--- config.mk ---
export PLATFORM = sky130hd
export DESIGN_NAME = uart_tx_param
export DESIGN_NICKNAME = d
export VERILOG_FILES = /design/src/rtl/uart_tx_param.sv
export SDC_FILE = /design/constraint.sdc
export NUM_CORES = 1
export LEC_CHECK = 0
export ABC_AREA = 1
export BUFFER_PORTS_ARGS = -buffer_cell sky130_fd_sc_hd__buf_4
export CORE_MARGIN = 2
export CORE_UTILIZATION = 35
export CTS_BUF_LIST = sky130_fd_sc_hd__clkbuf_16
export DETAILED_ROUTE_END_ITERATION = 8
export PLACE_DENSITY_LB_ADDON = 0.05
export SETUP_SLACK_MARGIN = 0.1
export SYNTH_ARGS = -nofsm -noshare
export SYNTH_HDL_FRONTEND = slang
export SYNTH_SLANG_ARGS = --single-unit
--- constraint.sdc ---
create_clock -name clk -period 6.2 [get_ports clk]
set_input_delay 0.93 -clock clk [delete_from_list [all_inputs] [get_ports clk]]
set_output_delay 0.93 -clock clk [all_outputs]
set_load 0.02 [all_outputs]
--- src/rtl/uart_tx_param.sv ---
// Parametrised UART transmitter: input FIFO, valid/ready push, configurable data width,
// parity and stop bits; all bit timing from an internal down-counter in the clk domain.
module uart_tx_param #(
  parameter int CLKS_PER_BIT = 868,
  parameter int DATA_BITS    = 8,
  parameter int PARITY       = 0,
  parameter int STOP_BITS    = 1,
  parameter int FIFO_DEPTH   = 4
) (
  input  logic                          clk,
  input  logic                          rst_n,
  input  logic [DATA_BITS-1:0]          tx_data,
  input  logic                          tx_valid,
  output logic                          tx_ready,
  output logic                          TxD,
  output logic                          busy,
  output logic [$clog2(FIFO_DEPTH):0]   fifo_cnt
);

  localparam int AW = $clog2(FIFO_DEPTH);
  localparam int CW = AW + 1;
  localparam int TW = $clog2(CLKS_PER_BIT);
  localparam logic [TW-1:0] RELOAD    = TW'(CLKS_PER_BIT - 1);
  localparam logic [3:0]    LAST_DATA = 4'(DATA_BITS - 1);
  localparam logic [3:0]    LAST_STOP = 4'(STOP_BITS - 1);

  if (DATA_BITS < 5 || DATA_BITS > 9) begin : g_bad_data_bits
    $error("uart_tx_param: DATA_BITS must be 5..9");
  end
  if (PARITY < 0 || PARITY > 2) begin : g_bad_parity
    $error("uart_tx_param: PARITY must be 0, 1 or 2");
  end
  if (STOP_BITS != 1 && STOP_BITS != 2) begin : g_bad_stop_bits
    $error("uart_tx_param: STOP_BITS must be 1 or 2");
  end
  if (CLKS_PER_BIT < 2) begin : g_bad_clks_per_bit
    $error("uart_tx_param: CLKS_PER_BIT must be >= 2");
  end
  if (FIFO_DEPTH < 2 || (FIFO_DEPTH & (FIFO_DEPTH - 1)) != 0) begin : g_bad_fifo_depth
    $error("uart_tx_param: FIFO_DEPTH must be a power of two >= 2");
  end

  typedef enum logic [2:0] {IDLE, START, DATA, PAR, STOP} state_t;

  state_t               state;
  logic [DATA_BITS-1:0] mem [FIFO_DEPTH];
  logic [AW-1:0]        wr_ptr, rd_ptr;
  logic [DATA_BITS-1:0] head, shift;
  logic                 par_bit, head_par;
  logic [TW-1:0]        timer;
  logic [3:0]           bit_idx;
  logic                 push, pop, bit_done, frame_end;

  assign head     = mem[rd_ptr];
  assign tx_ready = (fifo_cnt != CW'(FIFO_DEPTH));
  assign busy     = (state != IDLE) || (fifo_cnt != '0);

  // The next word is popped either from IDLE or on the last edge of the stop period,
  // which gives back-to-back frames with no idle gap.
  always_comb begin
    bit_done  = (timer == '0);
    frame_end = (state == STOP) && bit_done && (bit_idx == LAST_STOP);
    pop       = (fifo_cnt != '0) && ((state == IDLE) || frame_end);
    push      = tx_valid && tx_ready;
    head_par  = (PARITY == 1) ? ~^head : ^head;
  end

  // NOTE: the storage array has no reset; pointers and count alone decide which entries are valid.
  always_ff @(posedge clk) begin
    if (push) mem[wr_ptr] <= tx_data;
  end

  // NOTE: non-blocking assignments let every register sample the pre-edge values, so a
  // simultaneous push and pop see a consistent count.
  always_ff @(posedge clk or negedge rst_n) begin
    if (!rst_n) begin
      wr_ptr   <= '0;
      rd_ptr   <= '0;
      fifo_cnt <= '0;
    end else begin
      if (push) wr_ptr <= wr_ptr + 1'b1;
      if (pop)  rd_ptr <= rd_ptr + 1'b1;
      case ({push, pop})
        2'b10:   fifo_cnt <= fifo_cnt + 1'b1;
        2'b01:   fifo_cnt <= fifo_cnt - 1'b1;
        default: fifo_cnt <= fifo_cnt;
      endcase
    end
  end

  always_ff @(posedge clk or negedge rst_n) begin
    if (!rst_n) begin
      state   <= IDLE;
      TxD     <= 1'b1;
      timer   <= '0;
      bit_idx <= '0;
      shift   <= '0;
      par_bit <= 1'b0;
    end else begin
      case (state)
        IDLE: begin
          TxD <= 1'b1;
          if (pop) begin
            state   <= START;
            TxD     <= 1'b0;
            timer   <= RELOAD;
            shift   <= head;
            par_bit <= head_par;
          end
        end
        START: begin
          if (bit_done) begin
            state   <= DATA;
            TxD     <= shift[0];
            shift   <= shift >> 1;
            bit_idx <= '0;
            timer   <= RELOAD;
          end else begin
            timer <= timer - 1'b1;
          end
        end
        DATA: begin
          if (bit_done) begin
            timer <= RELOAD;
            if (bit_idx == LAST_DATA) begin
              bit_idx <= '0;
              if (PARITY != 0) begin
                state <= PAR;
                TxD   <= par_bit;
              end else begin
                state <= STOP;
                TxD   <= 1'b1;
              end
            end else begin
              bit_idx <= bit_idx + 4'd1;
              TxD     <= shift[0];
              shift   <= shift >> 1;
            end
          end else begin
            timer <= timer - 1'b1;
          end
        end
        PAR: begin
          if (bit_done) begin
            state   <= STOP;
            TxD     <= 1'b1;
            bit_idx <= '0;
            timer   <= RELOAD;
          end else begin
            timer <= timer - 1'b1;
          end
        end
        STOP: begin
          if (bit_done) begin
            timer <= RELOAD;
            if (bit_idx == LAST_STOP) begin
              bit_idx <= '0;
              if (pop) begin
                state   <= START;
                TxD     <= 1'b0;
                shift   <= head;
                par_bit <= head_par;
              end else begin
                state <= IDLE;
              end
            end else begin
              bit_idx <= bit_idx + 4'd1;
            end
          end else begin
            timer <= timer - 1'b1;
          end
        end
        default: begin
          state <= IDLE;
          TxD   <= 1'b1;
        end
      endcase
    end
  end

endmodule

-- Word-level counts from Yosys, hierarchy flattened
Memories as Yosys holds them, arrays and structs flattened.
Index checks and enable logic that the tools add are counted.
- flip-flop bits (word level): 33
- word-level logic and storage cells: 92
- memories kept: 1
- output and inout port bits: 6
- input bits: 11
- bits in writable memories: 32
- memory list (memory ; depth ; bits a word ; rd ports ; clocked after Yosys merged registers in ; write ports ; RTL line ; RTL):
    mem ; 4 ; 8 ; 1 ; 0 ; 1 ; 46 ; logic [DATA_BITS-1:0] mem [FIFO_DEPTH];
- reduce and logical (&&, ||, !) cells: 22
- add/sub/neg operators: 6
- equality and inequality tests: 18
- multiplexer cells: 37
- operators with widths (cell ; count):
    $mux W8 ; 6
    $pmux W8 S4 ; 1
    $mux W3 ; 7
    $mux W10 ; 2
    $mux W4 ; 5
    $pmux W10 S2 ; 1
    $ne A2 B2 Y1 const B ; 8
    $pmux W3 S5 ; 1
    $pmux W4 S3 ; 1
    $reduce_and A6 Y1 ; 2
    $mux W1 ; 11
    $logic_not A10 Y1 ; 1
    $sub A10 B1 Y10 const B ; 1
    $reduce_bool A3 Y1 ; 3
    $reduce_and A7 Y1 ; 1
    $eq A3 B2 Y1 const B ; 2
    $pmux W3 S2 ; 1
    $pmux W1 S5 ; 1
    $add A2 B1 Y2 const B ; 2
    $add A4 B1 Y4 const B ; 1
    $eq A4 B3 Y1 const B ; 1
    $logic_and A1 B1 Y1 ; 4
    $logic_not A4 Y1 ; 1
    $ne A2 B1 Y1 const B ; 2
    other kinds (15) ; 17

-- Logic depth before layout (Yosys ltp)
Gate-level depths: netlist (run 1).
- depth in word-level cells: 9
- gate-level depth with buffers: 15
- gate-level depth less buffers: 15

-- Least setup slack after synthesis (run 1)
OpenSTA, ideal clock, no wires.
- path type: flip-flop to flip-flop
- start point: reg timer[0]
- end point: reg fifo_cnt[2]
- library setup time: 79 ps
- stages on the path, launching flop included: 15
- clock period less this slack: 2205 ps
- data arrival time: 2126 ps
- setup slack: 3995 ps
- required time: 6121 ps
- cells stage by stage: dfrtp_1 > inv_1 > ha_1 > nor3b_1 > nand3_1 > nand2_1 > nand2_1 > inv_1 > ha_1 > inv_1 > fa_1 > nor2_1 > nor2_1 > nand2_1 > xor2_1
- cells in the longest elaborated chain, start to end: 7
- RTL lines (element ; RTL line ; RTL):
    from (decl) ; 50 ; logic [TW-1:0] timer;
    from (signal assigned) ; 119 ; timer <= timer - 1'b1;
    from (signal assigned) ; 140 ; timer <= timer - 1'b1;
    from (signal assigned) ; 150 ; timer <= timer - 1'b1;
    $logic_not A10 Y1 * ; 61 ; bit_done = (timer == '0);
    $logic_and A1 B1 Y1 * (2 in a row) ; 62 ; frame_end = (state == STOP) && bit_done && (bit_idx == LAST_STOP);
    $logic_or A1 B1 Y1 * ; 63 ; pop = (fifo_cnt != '0) && ((state == IDLE) || frame_end);
    $logic_and A1 B1 Y1 * ; 63 ;
    net pop ; 52 ; logic push, pop, bit_done, frame_end;
    $eq A2 B1 Y1 or $eq A2 B2 Y1 (tied branches) ; 83 ; case ({push, pop})
    $pmux W3 S2 or $reduce_bool A2 Y1 (tied branches) ; - ;
    to (signal assigned) ; 84 ; 2'b10: fifo_cnt <= fifo_cnt + 1'b1;
    to (signal assigned) ; 85 ; 2'b01: fifo_cnt <= fifo_cnt - 1'b1;
    to (signal assigned) ; 86 ; default: fifo_cnt <= fifo_cnt;
    to (decl) ; 17 ; output logic [$clog2(FIFO_DEPTH):0] fifo_cnt
Mark *: on every way through the listed nets, which the timed path passes. The rest lies on a longest branch.
A chain may end at the register's enable or synchronous reset.

-- Worst setup path after layout (run 1)
- start point: reg state[1]
- end point: out busy
- cells in the longest elaborated chain, start to end: 2
- RTL lines (element ; RTL line ; RTL):
    from (decl) ; 45 ; state_t state;
    from (signal assigned) ; 93 ; state <= IDLE;
    from (signal assigned) ; 104 ; state <= START;
    from (signal assigned) ; 113 ; state <= DATA;
    $reduce_bool A3 Y1 ; 56 ; assign busy = (state != IDLE) || (fifo_cnt != '0);
    $logic_or A1 B1 Y1 ; 56 ;
    to (decl) ; 16 ; output logic busy,
No other way between the ends.

==> run summary, run 1 <==
### Timing
* 396.6 MHz — maximum achievable frequency
* 812.0 ps — slew at the pin closest to its max-slew limit
* 0.4067 — period utilization
* 0 — final count of hold timing violations
* 0 ps — setup TNS
* 4.861 ps — worst clock skew
* 3678 ps — final worst-path setup slack
* 0 — fin. max-slew vios
* 0 — Finish-stage setup viols
* 0.4566 — worst max-slew margin expressed relative to the limit
* 2522 ps — shortest period the worst path allows
* no — setup repair after global routing missed its margin
* 465.9 ps — final worst hold slack

### Pwr
* 317.6 nW/um^2 — Cell Pwr Density
* 1.583 nW — Static Leakage
* 0.2086 mV — peak supply drop

### Floorplan
* 8721 sq um — area of the core
* 98.69 microns — Die Height
* 0.3598 — starting density of the core
* 34 — number of rows created at floorplan
* 9739 sq um — overall die area
* 98.69 microns — Die Width
* 17 — number of top-level design ports

### Placement
* 0.7661 — Routability Congestion
* 16 — Port-buffer cells
* 3711 ps — setup slack at placement
* 4480 microns — DP Wirelength

### Drt
* 13.85 microns — per-cell routed wire length
* 189 microns — detailed-routed wire length on met3
* met4 — highest signal layer in the routed design
* 0 — remaining antenna violation count
* 3323 microns — Post-Route M1 WL
* 90 — detailed router's first-iteration violation count
* 2,227 — routed via count
* 4 — drt first pass iters
* 0 — DRC violations left
* 4.759 — mean number of vias per cell
* 6484 microns — total detailed-routing wirelength
* 2882 microns — length of routed met2 wiring

### Critical path
* flip-flop — startpoint kind of the worst setup timing path
* 1590 ps — critical path data arrival time
* reg2out — WS Path Type
* 5 — highest fanout seen on the critical path
* primary output — Worst setup EP type
* fifo_cnt[2] — endpoint of the most critical register-to-register path
* 5270 ps — required time of the critical path
* 14 — number of cell instances on the worst register-to-register path
* timer[0] — source of the worst register-to-register timing path
* 3720 ps — Worst R2R Setup Slack

### Global routing
* 34 — maximum number of pins on one net before global-route repair
* 10,940 microns — wire length of the first global-routing pass
* 2,177 — vias in the first global route
* 0.1441 — global-route total usage across every layer
* 0 — total congestion overflow after global routing
* 0 — antenna violations before repair

### CTS
* 3 — H-tree levels
* 2 — deepest clock path buffer count
* 60 ps — register clock-pin slew on the reported worst setup and hold paths
* 0 — number of buffers added to fix hold violations after cts
* 0 — post-CTS sizing
* 0 — post-CTS setup buffers
* done — TritonCTS clock tree
* 330 ps — Clock Latency Late Sink
* 65 — sinks on the clock net
* clkbuf_16 — clock root cell
* 9 — total CTS buffers

### Final layout
* 377 — final net count
* 0 — number of diodes
* 0.1472 — share of post-route cells with drive strength above 1
* 16.15% — P&R area growth vs syn

### Logic synthesis
* nand2_1 — cell with the most instances after synthesis
* 65 — synthesized flop and latch total
* 32 — number of enable-type register cells in the synthesized netlist
* 9.423 sq um — Avg Inst Size Synth
* 0.5698 — sequential share of the synthesized area
* 3138 sq um — cell area after synthesis
* 35 — count of different cell masters after synthesis
* 354 — Mapped Nets
* edfxtp_1 — leading register cell type out of synthesis
* 0.5077 — ys async rst share
* edfxtp_1 — area leader, netlist
* edfxtp_1 (31%), dfrtp_1 (26%), nand2_1 (9.8%), nor2_1 (4.8%), nand3_1 (3.8%) — cells taking the most area after synthesis
* nand2_1 (82), nor2_1 (40), dfrtp_1 (32), edfxtp_1 (32), inv_1 (30) — Post-synth top cells
* 0.3062 — area share of the largest cell type after synthesis
* 333 — number of instances in the synthesized netlist
* 0 — Yosys warning count

### Outcome
* finished clean — status

### Worst hold path
* TxD — hold path endpoint
* reg2reg — class of the worst hold path
* 2 — hold depth
* TxD — startpoint of the worst hold path

### Job
* 0 — max cap viols

critical path: stages (launching register included):
cell     delay [ps]
dfrtp_1         430
nor2_1          160
nand2_1         120
nor2_1          240
inv_1           130
buf_4           170
layout make-up:
cell class / instances / area [sq um]
Fill cell: 873 / 5076
Sequential cell: 65 / 1788
Multi-Input combinational cell: 229 / 1195
Clock buffer: 9 / 225.2
Inverter: 35 / 136.4
Tap cell: 108 / 135.1
Timing Repair Buffer: 16 / 120.1
Clock inverter: 6 / 45.04
cell usage in the layout, fill, tap and decap left out, drive strengths merged, types with 3 or more instances in the layout:
master    count
clkinv        3
o21ai        25
o22ai         7
xor2          4
ha            9
nor3          4
inv          35
nor2         44
buf          16
nand2        89
a21oi         8
clkinvlp      3
clkbuf        9
edfxtp       32
dfrtp        32
nand3        25
flip-flops by register name (all words and copies together) (netlist names):
signal,cells
TxD,1
wr_ptr,2
fifo_cnt,3
shift,8
bit_idx,4
mem,32
timer,10
state,3
rd_ptr,2
per-stage QoR:
stage           power, W  instance area [sq um]  std cells    util
3_3_place_gp   0.0007086                   3374        453  0.3869
3_5_place_dp   0.0007099                   3374        453  0.3869
5_1_grt         0.001214                   3645        468  0.4179
6_report        0.001158                   3645        468  0.4179
4_1_cts         0.001173                   3645        468  0.4179
2_1_floorplan  0.0006440                   3138        333       -
logic make-up after synthesis:
kind of cell,Yosys count,synth area share
AO/OA/AOI/OAI,44,0.07975
AND/OR/NAND/NOR,169,0.2420
XOR/XNOR,6,0.01675
flip-flops,65,0.5698
buffers and inverters,39,0.04944
adder cells (fa/ha/maj),10,0.04227
metal layers:
metal / vias to the layer above / GRT usage
met3: 7 / 0.03901
met5: - / 0
met1: 1054 / 0.2067
met2: 27 / 0.2109
li1: 1139 / -
met4: 0 / 0.05058
where the power goes:
group          switching, W  internal, W  leakage [nW]
sequential        0.0000210     0.000517         0.679
combinational      0.000105    0.0000549         0.780
clock              0.000191     0.000269         0.124
how the worst max path moves through the flow:
| stage | cells past startpoint | slack, ps | to | start |
|---|---|---|---|---|
| 6_report | 5 | 3680 | busy | state[1] |
| 5_1_grt | 14 | 3450 | fifo_cnt[2] | timer[0] |
| 3_5_place_dp | 14 | 3710 | fifo_cnt[2] | timer[0] |
| 4_1_cts | 5 | 3680 | busy | state[1] |
| 2_1_floorplan | 14 | 3990 | fifo_cnt[2] | timer[0] |
| 3_3_place_gp | 14 | 3800 | fifo_cnt[2] | timer[0] |
Power figures use the tool's default switching activity.
==> inputs of run 2 (changes only) <==
Clock period 6.2 ns to 2.1 ns, I/O delays scaled along.
==> run 2 against run 1 <==
Effect of this change:
- clock skew increased by 1.4 ps
- critical path depth rose by 9
- largest cell class unchanged
- register-to-register slack worse by 3700 ps
- design area is 7.4% higher
- critical path type is now reg2reg
- routed wire length down 0.34%
- global-route usage up 0.28 points
- sequential power rose to 3.0 times the previous value
- total power grew to 3.2 times the previous value
- clock power grew to 3.4 times the previous value
==> run summary, run 2 (same netlist as run 1, synthesis figures left out) <==
### Outcome
* finished clean — status

### Floorplan
* 17 — number of top-level design ports, unchanged
* 8721 sq um — area of the core, unchanged
* 34 — number of rows created at floorplan, unchanged
* 98.69 microns — Die Width, unchanged
* 9739 sq um — overall die area, unchanged
* 0.3598 — starting density of the core, unchanged
* 98.69 microns — Die Height, unchanged

### Drt
* 4.661 — mean number of vias per cell, -2.1%
* 148 — detailed router's first-iteration violation count, +64%
* 2,293 — routed via count, +3.0%
* 4 — drt first pass iters, unchanged
* 6462 microns — total detailed-routing wirelength, -0.34%
* 13.13 microns — per-cell routed wire length, -5.2%
* 0 — remaining antenna violation count, unchanged
* 259 microns — detailed-routed wire length on met3, +37%
* 0 — DRC violations left, unchanged
* 2873 microns — length of routed met2 wiring, -0.31%
* met4 — highest signal layer in the routed design
* 3224 microns — Post-Route M1 WL, -3.0%

### Global routing
* 0 — total congestion overflow after global routing, unchanged
* 34 — maximum number of pins on one net before global-route repair, unchanged
* 0.1469 — global-route total usage across every layer, +0.002810
* 11,060 microns — wire length of the first global-routing pass, +1.1%
* 2,242 — vias in the first global route, +3.0%
* 0 — antenna violations before repair, unchanged

### CTS
* clkbuf_16 — clock root cell
* 65 — sinks on the clock net, unchanged
* 9 — total CTS buffers, unchanged
* 330 ps — Clock Latency Late Sink, about the same
* 60 ps — register clock-pin slew on the reported worst setup and hold paths, about the same
* 2 — deepest clock path buffer count, unchanged
* 3 — H-tree levels, unchanged
* done — TritonCTS clock tree

### Critical path
* flip-flop — Worst setup EP type
* 2350 ps — required time of the critical path, -2920 ps
* 2290 ps — critical path data arrival time, +700 ps
* inv_2, ha_4, nor3b_4, nand3_1, nand2_1, nand2_2, inv_2, ha_4, inv_4, fa_2, nor2_1, nor2_1, nand2_1, xor2_1 — Critical Path, Cell by Cell
* 14 — number of cell instances on the worst register-to-register path, unchanged
* timer[0] — source of the worst register-to-register timing path
* 390 ps — Crit path largest cell delay, -40 ps
* timer[0] — beginning of the critical path
* dfrtp_1 — crit path max-delay cell type
* 60 ps — Worst R2R Setup Slack, -3660 ps
* 2 — highest fanout seen on the critical path, -3
* flip-flop — startpoint kind of the worst setup timing path
* fifo_cnt[2] — endpoint of the most critical register-to-register path
* reg2reg — WS Path Type

### Final layout
* nand2_1 (79), buf_4 (38), nor2_1 (37), dfrtp_1 (32), edfxtp_1 (32) — highest-count cells in the layout ignoring fill and taps
* mem — register ranked first by flip-flop count
* 0.2370 — share of post-route cells with drive strength above 1, +0.08976
* 0 — number of diodes, unchanged
* mem (32), timer (10), shift (8) — biggest regs
* 400 — final net count, +6.1%
* 0.4489 — end-of-flow core utilization, +0.03099
* 3915 sq um — final instance area, +7.4%
* 32 — max FFs per register, unchanged
* nand2_1 — most common cell after layout, fill and taps aside
* 24.76% — P&R area growth vs syn

### Timing
* 0 — final count of hold timing violations, unchanged
* 0.9706 — period utilization
* 61.65 ps — final worst-path setup slack, -3617 ps
* yes — setup repair after global routing missed its margin
* 6.211 ps — worst clock skew, +1.351 ps
* 0.6301 — worst max-slew margin expressed relative to the limit, +0.1734
* 2038 ps — shortest period the worst path allows
* 0 — fin. max-slew vios, unchanged
* 0 — Finish-stage setup viols, unchanged
* 490.6 MHz — maximum achievable frequency
* 554.3 ps — slew at the pin closest to its max-slew limit, -257.8 ps

### Job
* 0 — max cap viols, unchanged

### Placement
* 3515 sq um — cell area reported after detailed placement, +4.2%
* 0.7863 — Routability Congestion, +2.6%
* 4477 microns — DP Wirelength, about the same
* -30.54 ps — setup slack at placement, -3741 ps
* 16 — Port-buffer cells, unchanged

### Pwr
* 1.729 nW — Static Leakage, +9.2%
* 0.4754 mV — peak supply drop, +130%
* 936.1 nW/um^2 — Cell Pwr Density, +190%
* 0.003665 W — Power Total, +220%

### Worst hold path
* tx_data[5] — startpoint of the worst hold path
* mem[2][5] — hold path endpoint
* 1 — hold depth, -1
* in2reg — class of the worst hold path

## run 2: repair_timing
item	CTS	global route
resized for setup	8	6
pin swaps	4	7
setup endpoints to repair	2	3
buffers inserted	2	3
hold endpoints to repair	32	0
hold buffers	1	0
## run 2: how the worst max path moves through the flow
stage | slack (ps) | endpoint
global route | -70 | fifo_cnt[2]
CTS | 40 | fifo_cnt[2]
global placement | 30 | fifo_cnt[2]
floorplan | 100 | fifo_cnt[2]
detailed placement | -30 | fifo_cnt[2]
finish | 60 | fifo_cnt[2]
## run 2: final cells by class
class	instances	area, sq um
tap	108	135.1
sequential	65	1788
clock inverter	7	83.83
fill	828	4806
clock buffer	9	225.2
multi-input combinational	229	1249
inverter	35	138.9
timing repair buffer	39	295.3
## run 2: per-layer routing
| metal | global-route usage | up-vias |
|---|---|---|
| met3 | 0.02979 | 7 |
| li1 | - | 1195 |
| met2 | 0.2250 | 38 |
| met5 | 0 | - |
| met1 | 0.2046 | 1053 |
| met4 | 0.06006 | 0 |
## run 2: where the power goes
part | total [W] | internal [W] | switching [W]
logic | 0.000524 | 0.000201 | 0.000324
clock network | 0.00155 | 0.000944 | 0.000610
registers | 0.00159 | 0.00152 | 0.0000632
total | 0.00366 | 0.00267 | 0.000996
## run 2: worst max-delay path: cells and delay by family, from the launching register on
kind	cells	cell delay, ps
xor gates and xnor gates	1	130
buffers and inverters	3	180
and+or+nand+nor	7	670
DFF	1	390
adders and majority gates	3	570
## run 2: through the flow
step           TNS [ps]  hold slack, ps  cells
3_3_place_gp          0           305.3    470
2_1_floorplan         0           19.41    333
6_report              0           187.0    492
5_1_grt          -67.72           181.7    492
4_1_cts               0           176.8    489
3_5_place_dp     -30.54           304.9    470
==> inputs of run 3 (changes only) <==
Settings changed: PLACE_DENSITY_LB_ADDON 0.05 to 0.3.
==> run 3 against run 2 <==
Effect of this change:
- flip-flop and latch count unchanged
- hold slack got worse by 7.0 ps
- routed wire length shrank 2.4%
- combinational power grew 3%
- largest power group unchanged
==> run summary, run 3 (same netlist as run 1, synthesis figures left out) <==
### Worst hold path
* mem[2][3] — hold path endpoint
* tx_data[3] — startpoint of the worst hold path
* 1 — hold depth, unchanged
* in2reg — class of the worst hold path

### Critical path
* 3 — buffers and inverters on the worst path, unchanged
* reg2reg — WS Path Type
* flip-flop — startpoint kind of the worst setup timing path
* 2350 ps — required time of the critical path, about the same
* 2270 ps — critical path data arrival time, -20 ps
* inv_2, ha_4, nor3b_4, nand3_1, nand2_1, nand2_2, inv_2, ha_4, inv_4, fa_2, nor2_2, nor2_1, nand2_1, xor2_1 — Critical Path, Cell by Cell
* simple AND/OR/NAND/NOR gates — top cell family by delay on the critical path
* 90 ps — Worst R2R Setup Slack, +30 ps
* fifo_cnt[2] — endpoint of the most critical register-to-register path
* 14 — number of cell instances on the worst register-to-register path, unchanged
* flip-flop — Worst setup EP type
* 3 — highest fanout seen on the critical path, +1
* timer[1] — source of the worst register-to-register timing path
* 390 ps — Crit path largest cell delay, about the same
* dfrtp_1 — crit path max-delay cell type

### Timing
* 9.888 ps — worst clock skew, +3.677 ps
* yes — setup repair after global routing missed its margin
* 0 — fin. max-slew vios, unchanged
* 543.4 ps — slew at the pin closest to its max-slew limit, -10.92 ps
* 0 ps — setup TNS, unchanged
* 0 — Finish-stage setup viols, unchanged
* 0.9584 — period utilization, -0.01228
* 0.6374 — worst max-slew margin expressed relative to the limit, +0.007290
* 0 — final count of hold timing violations, unchanged
* 496.9 MHz — maximum achievable frequency, +1.3%
* 2013 ps — shortest period the worst path allows, -25.79 ps

### Floorplan
* 0.3598 — starting density of the core, unchanged
* 98.69 microns — Die Width, unchanged
* 8721 sq um — area of the core, unchanged
* 9739 sq um — overall die area, unchanged
* 17 — number of top-level design ports, unchanged
* 98.69 microns — Die Height, unchanged
* 34 — number of rows created at floorplan, unchanged

### Drt
* 2,334 — routed via count, +1.8%
* 4.773 — mean number of vias per cell, +2.4%
* 0 — DRC violations left, unchanged
* 12.90 microns — per-cell routed wire length, -1.8%
* 6308 microns — total detailed-routing wirelength, -2.4%
* 110 — detailed router's first-iteration violation count, -26%
* 0 — remaining antenna violation count, unchanged
* 4 — drt first pass iters, unchanged

### Global routing
* 0.1401 — global-route total usage across every layer, -0.006742
* 34 — maximum number of pins on one net before global-route repair, unchanged
* 2,274 — vias in the first global route, +1.4%
* 10,740 microns — wire length of the first global-routing pass, -2.9%
* 0 — total congestion overflow after global routing, unchanged
* 0 — antenna violations before repair, unchanged

### Final layout
* 0.2493 — share of post-route cells with drive strength above 1, +0.01236
* 397 — final net count, -0.75%
* 489 — number of non-filler instances in the completed layout, -0.61%
* mem — register ranked first by flip-flop count
* nand2_1 — most common cell after layout, fill and taps aside
* 25.92% — P&R area growth vs syn
* 32 — max FFs per register, unchanged
* 0 — number of diodes, unchanged
* mem (32), timer (10), shift (8) — biggest regs
* nand2_1 (79), nor2_1 (37), buf_4 (35), dfrtp_1 (32), edfxtp_1 (32) — highest-count cells in the layout ignoring fill and taps

### CTS
* clkbuf_16 — clock root cell
* done — TritonCTS clock tree
* 330 ps — Clock Latency Late Sink, about the same
* 2 — deepest clock path buffer count, unchanged
* 9 — total CTS buffers, unchanged
* 65 — sinks on the clock net, unchanged
* 60 ps — register clock-pin slew on the reported worst setup and hold paths, about the same
* 3 — H-tree levels, unchanged

### Pwr
* 927.4 nW/um^2 — Cell Pwr Density, -0.93%
* 0.5905 mV — peak supply drop, +24%
* 1.725 nW — Static Leakage, -0.19%

### Outcome
* finished clean — status

### Job
* 0 — max cap viols, unchanged

### Placement
* 463 — placed cell count, -1.5%
* 16 — Port-buffer cells, unchanged
* 4134 microns — DP Wirelength, -7.7%
* 0.7934 — Routability Congestion, +0.90%

-- run 3: cell count changes in the layout (fill, tap and decap cells not counted), moves of 2 or more --
cell     before  now
buf_4        38   35
ha_1          7    5
ha_4          2    4
nand3_1      24   22
-- run 3: timing repair --
item	CTS	global route
setup endpoints to repair	2	6
setup buffers	9	2
endpoints found under the hold margin	32	0
pin swaps	7	7
hold buffers	1	0
resized for setup	16	10
-- run 3: where the power goes --
part,internal [W],switching [W]
sequential,0.00152,0.0000623
combinational,0.000208,0.000331
clock,0.000943,0.000596
total,0.00268,0.000989
-- run 3: area by class of cell --
cell class,count,area [sq um]
multi-input cells,229,1308
clock buffers,9,225.2
flip-flops and latches,65,1788
fillers,820,4770
inverters,35,138.9
clock inverters,7,83.83
repair buffers,36,272.8
well taps,108,135.1
-- run 3: layer usage --
metal | vias to the layer above | GRT usage | routed length [microns]
met3 | 11 | 0.04894 | 230
met2 | 30 | 0.2224 | 2983
li1 | 1188 | - | -
met1 | 1105 | 0.1794 | 3002
met5 | - | 0 | 0
met4 | 0 | 0.04847 | 91
-- run 3: worst max path at each step --
stage	from	to	slack, ps	cells after the start
finish	timer[1]	fifo_cnt[2]	90	14
global route	timer[1]	fifo_cnt[2]	-80	14
CTS	timer[0]	fifo_cnt[2]	80	14
detailed placement	bit_idx[0]	fifo_cnt[2]	0.9	15
global placement	bit_idx[0]	fifo_cnt[2]	70	15
floorplan	timer[0]	fifo_cnt[2]	100	14
-- run 3: metrics by stage --
stage / util / hold slack [ps] / power, W / cell area (sq um) / setup WS (ps)
floorplan: - / 19.41 / 0.001908 / 3151 / 103.4
global placement: 0.3970 / 294.0 / 0.002116 / 3462 / 72.28
detailed placement: 0.3970 / 297.0 / 0.002136 / 3462 / 0.8933
CTS: 0.4484 / 170.2 / 0.003691 / 3910 / 79.06
global route: 0.4531 / 167.6 / 0.003839 / 3951 / -78.56
finish: 0.4531 / 180.0 / 0.003664 / 3951 / 87.44
-- run 3: worst register-to-register path, cell delays in order, from the launching register on --
cell and delay (ps):
dfrtp_1 390, inv_2 80, ha_4 120, nor3b_4 190
nand3_1 100, nand2_1 70, nand2_2 60, inv_2 70
ha_4 130, inv_4 40, fa_2 340, nor2_2 90
nor2_1 50, nand2_1 70, xor2_1 130
